<file path="src/rtl/rca_4bit.sv">
// rtl/rca_4bit.sv - registered 4-bit ripple-carry adder built from four full-adder stages
// Sum and carry-out are captured every rising clk edge; rst clears them asynchronously.

module rca_full_adder (
    input  logic a,
    input  logic b,
    input  logic ci,
    output logic sum,
    output logic co
);
    logic p;

    assign p   = a ^ b;
    assign sum = p ^ ci;
    assign co  = (a & b) | (ci & p);
endmodule

module rca_4bit (
    input  logic       clk,
    input  logic       rst,
    input  logic [3:0] x,
    input  logic [3:0] y,
    input  logic       c_in,
    output logic [3:0] s,
    output logic       c_out
);
    logic [4:0] carry;
    logic [3:0] sum_w;
    logic [3:0] s_d;
    logic [3:0] s_q;
    logic       c_out_d;
    logic       c_out_q;

    assign carry[0] = c_in;

    // Each stage consumes the carry produced by the stage below it.
    for (genvar i = 0; i < 4; i++) begin : g_stage
        rca_full_adder u_fa (
            .a   (x[i]),
            .b   (y[i]),
            .ci  (carry[i]),
            .sum (sum_w[i]),
            .co  (carry[i+1])
        );
    end

    always_comb begin
        s_d     = sum_w;
        c_out_d = carry[4];
    end

    always_ff @(posedge clk or posedge rst) begin
        if (rst) begin
            s_q     <= 4'h0;
            c_out_q <= 1'b0;
        end else begin
            s_q     <= s_d;
            c_out_q <= c_out_d;
        end
    end

    assign s     = s_q;
    assign c_out = c_out_q;
endmodule

</file>
<file path="config.mk">
export PLATFORM = sky130hd
export DESIGN_NAME = rca_4bit
export DESIGN_NICKNAME = d
export VERILOG_FILES = /design/src/rtl/rca_4bit.sv
export SDC_FILE = /design/constraint.sdc
export NUM_CORES = 1
export LEC_CHECK = 0
export ABC_AREA = 0
export BUFFER_PORTS_ARGS = -buffer_cell sky130_fd_sc_hd__buf_2
export CAP_MARGIN = 30
export CORE_AREA = 3 3 40 42
export DETAILED_ROUTE_END_ITERATION = 8
export DIE_AREA = 0 0 43 45
export PLACE_DENSITY = 0.54
export SETUP_SLACK_MARGIN = 0.05
export SLEW_MARGIN = 20
export SYNTH_ARGS = -nofsm -noshare
export SYNTH_HDL_FRONTEND = slang
export SYNTH_SLANG_ARGS = --single-unit
</file>
<file path="constraint.sdc">
create_clock -name clk -period 0.8 [get_ports clk]
set_input_delay 0.12 -clock clk [delete_from_list [all_inputs] [get_ports clk]]
set_output_delay 0.12 -clock clk [all_outputs]
set_load 0.005 [all_outputs]
</file>
# Word-level counts from Yosys, hierarchy flattened
# Cells that the tools add are included.
[totals] ff_bits=5 input_bits=11 output_inout_bits=5 wordCells=22
[op_classes] n_bitwise=20
[ops] cell="AND 1 bit" count=8
[ops] cell="XOR 1 bit" count=8
[ops] cell="OR 1 bit" count=4

# Logic depth before layout (Yosys ltp)
[logic_depth] depth_word=9 depth_mapped=8

# Cells and area by module
# A second synthesis with hierarchy kept.
[hier_totals] hier_cells=10 hier_area_um2=209.0
[modules_own_cells] mod="rca_4bit" seq_area_each_um2=125.1 instances=1 area_per_inst_um2=128.9 cells_each=6
[modules_own_cells] mod="rca_full_adder" seq_area_each_um2=0.0 instances=4 area_per_inst_um2=20.0 cells_each=1

# Worst setup path before layout
# Ideal clock, no wire load.
[synth_path] path_kind="input-to-reg" from="in y[0]" to="reg s_q[3] (netlist: s[3])" setup_ps=64 arrival_time_ps=1613 path_buffers=0 t_required_ps=736 path_slack_ps=-877 cell_stages=8 path_cell_list="inv_1 fa_1 inv_1 fa_1 fa_1 inv_1 fa_1 inv_1"
[synth_via] elab_chain_len=8 word_cells_on_any_way=9
[synth_lines] item="from (decl)" line_no="22" text="input logic [3:0] y,"
[synth_lines] item="XOR 1 bit" line_no="13" text="assign p = a ^ b;"
[synth_lines] item="AND 1 bit" line_no="15" text="assign co = (a & b) | (ci & p);"
[synth_lines] item="OR 1 bit *" line_no="15"
[synth_lines] item="AND 1 bit *" line_no="15"
[synth_lines] item="OR 1 bit *" line_no="15"
[synth_lines] item="AND 1 bit *" line_no="15"
[synth_lines] item="OR 1 bit *" line_no="15"
[synth_lines] item="XOR 1 bit *" line_no="14" text="assign sum = p ^ ci;"
[synth_lines] item="named net g_stage[3].u_fa.sum" line_no="8" text="output logic sum,"
[synth_lines] item="to (signal assigned)" line_no="54" text="s_q <= 4'h0;"
[synth_lines] item="to (signal assigned)" line_no="57" text="s_q <= s_d;"
[synth_lines] item="to (decl)" line_no="30" text="logic [3:0] s_q;"
# The timed path passes the listed nets; every way through them passes the cells marked *.

# Worst setup path after layout
# Ends and elaborated chain as after synthesis.

==> results by group <==
STA
  – Post-route clock period utilization: 192%
  – Finish-stage setup viols: 9
  – RSZ-0062 raised after global routing: true
  – Max-slew violations: 0
  – Worst setup margin: -0.737 ns
  – Final hold vios: 0
  – Slew HR: between 80 and 90%
  – Fmax: 0.651 GHz
  – Tmin final: about 1.5 ns
  – Tightest Pin Transition: ~0.18 ns
  – Setup TNS: -1.92 ns

Detailed routing
  – Drt first pass iters: 1
  – DR iter-0 viols: 0
  – Via count: about 190
  – Drt wl/cell: between 9 and 10 µm
  – Post-Route WL: 499 µm
  – Final ANT Viol Nets: 0
  – Post-route DRC: 0
  – Vias per std cell: approximately 3.5

Logic synthesis
  – Synth warnings: 0
  – Post-Syn Instances: 20
  – Syn_nets: 35
  – Top cells by area in the synthesized netlist: dfrtp_1, fa_1, inv_1
  – Synthesized cell area: 246 µm²
  – Flops & latches, synth: 5
  – Synth top area share: 50.8%
  – Yosys cell types: 3
  – Sequential fraction of the synthesis area: slightly above 50%
  – Average cell area after synthesis: about 12 µm²
  – Top cell type by total area after synthesis: dfrtp_1

Clock tree
  – H-tree Lvls: 1
  – Clock sinks: 5
  – Root buf cell: clkbuf_4
  – Clock transition at path regs: roughly 0.04 ns
  – Total CTS buffers: 3
  – CTS tree: done
  – Clock tree buffer depth: 2

Status
  – Failing checks: negative setup slack
  – Outcome: complete, but fails checks

Power
  – Switching Share: 24.3%
  – Net load switching power: roughly 190 µW
  – Maximum VDD drop: 0.367 mV
  – Clk pwr share: between 30% and 40%
  – Power share of the combinational group: about a quarter
  – Final Power: roughly 770 µW
  – Power Dens Cells: 1790 nW/µm²
  – Leak pwr: ~0.22 nW
  – Sequential share of power: 39.5%
  – Power Internal: between 500 and 600 µW

Global route
  – First-pass GRT wire length: between 700 and 800 µm
  – Vias in the first global route: between 200 and 250
  – Congestion Overflow GR: 0
  – GRT Resource Usage Total: roughly 6.3%
  – Pin count of the biggest net entering global routing: 6
  – Initial antenna violation count: 0

Floorplan
  – Initial Util: between 10% and 20%
  – Die width: around 43 µm
  – Die ar.: roughly 1900 µm²
  – Rows: 13
  – Core area: 1280 µm²
  – Number of top-level pins: 16
  – Die height: approximately 45 µm

Worst setup path
  – Max FO, Critical Path: 1
  – Type of the worst setup path: in -> reg
  – CP endpoint kind: flip-flop
  – CP Data Required Time: 0.98 ns
  – WP data arrival: 1.72 ns
  – Startpoint class of the critical path: input pin

Finish
  – Nets: 56
  – Commonest non-fill, non-tap cell in the layout: buf_2
  – Fin util: roughly a third
  – ANT cells: 0
  – Share of layout cells above drive strength 1: a little over 70%
  – Leading cell types in the layout, fill and taps excluded: buf_2, inv_2, dfrtp_1
  – P&R area growth vs syn: 73.1%

Placement
  – IO buf count: 15
  – DP HPWL: ~460 µm
  – GPL Wtd Cong: between 0.5 and 0.6

Hold path
  – Hold/Removal Path Class: in -> reg

Job
  – Max_cap viols: 0
## sequential cells by signal, indices dropped and copies added (netlist names)
register,flops
c_out,1
s,4
## per-layer routing
metal	GRT usage, %	wire (µm)	vias up
met4	5.42	0	0
li1	-	-	88
met5	0	0	-
met2	10.2	247	15
met3	3.59	93	0
met1	5.72	158	89
## cells in the mapped netlist
library cell,n
fa_1,4
dfrtp_1,5
inv_1,11
## layout make-up
class                           instances  area (µm²)
Clock buffer                            4        26.3
Fill cell                             139         858
Inverter                               11        58.8
Multi-Input combinational cell          4        90.1
Sequential cell                         5         125
Tap cell                               15        18.8
Timing Repair Buffer                   16         108
## power by group through the flow
stage | Clock (mW) | Combinational, mW | Sequential [mW]
CTS | 0.297 | 0.182 | 0.303
global placement | 0 | 0.156 | 0.306
floorplan | 0 | 0.0599 | 0.315
detailed placement | 0 | 0.168 | 0.307
global route | 0.305 | 0.209 | 0.305
finish | 0.283 | 0.180 | 0.303
## metrics by stage
| stage | hold WS [ns] | instance area, µm² | setup WS [ns] | instances |
|---|---|---|---|---|
| after floorplan | -0.101 | 274 | -0.803 | 20 |
| after global placement | 0.0181 | 368 | -1.01 | 50 |
| after detailed placement | 0.0214 | 368 | -1.04 | 50 |
| after CTS | 0.198 | 420 | -0.734 | 55 |
| after global routing | 0.212 | 427 | -0.775 | 55 |
| final | 0.201 | 427 | -0.737 | 55 |
## path summary, 6_finish.rpt
path / startpoint / to / depth (start not counted)
setup / recovery: y[0] / s[3] / 9
hold / removal: x[2] / s[2] / 2
max in group asynchronous: rst / s[0] / 3
min in group asynchronous: rst / s[2] / 3
## kinds of logic (layout without fill, tap and decap cells)
| kind of cell | count (synthesis) | count (layout) | share of synthesized area [%] |
|---|---|---|---|
| buf+inv | 11 | 31 | 16.8 |
| fa+ha+maj | 4 | 4 | 32.5 |
| flops | 5 | 5 | 50.8 |
## worst max-delay path, cell delays in order
cell and delay, ns:
buf_8 0.11, inv_12 0.04, fa_2 0.18, inv_2 0.04, fa_2 0.33, fa_2 0.35
inv_2 0.07, fa_2 0.44, inv_2 0.05
## timing repair
item / 4_1_cts / 5_1_grt
hold buffers: 1 / 0
hold endpoints to repair: 5 / 0
resized for setup: 6 / 2
buffers inserted: 0 / 0
pin swaps: 0 / 0
setup endpoints to repair: 10 / 9
(Power assumes the default switching activity.)
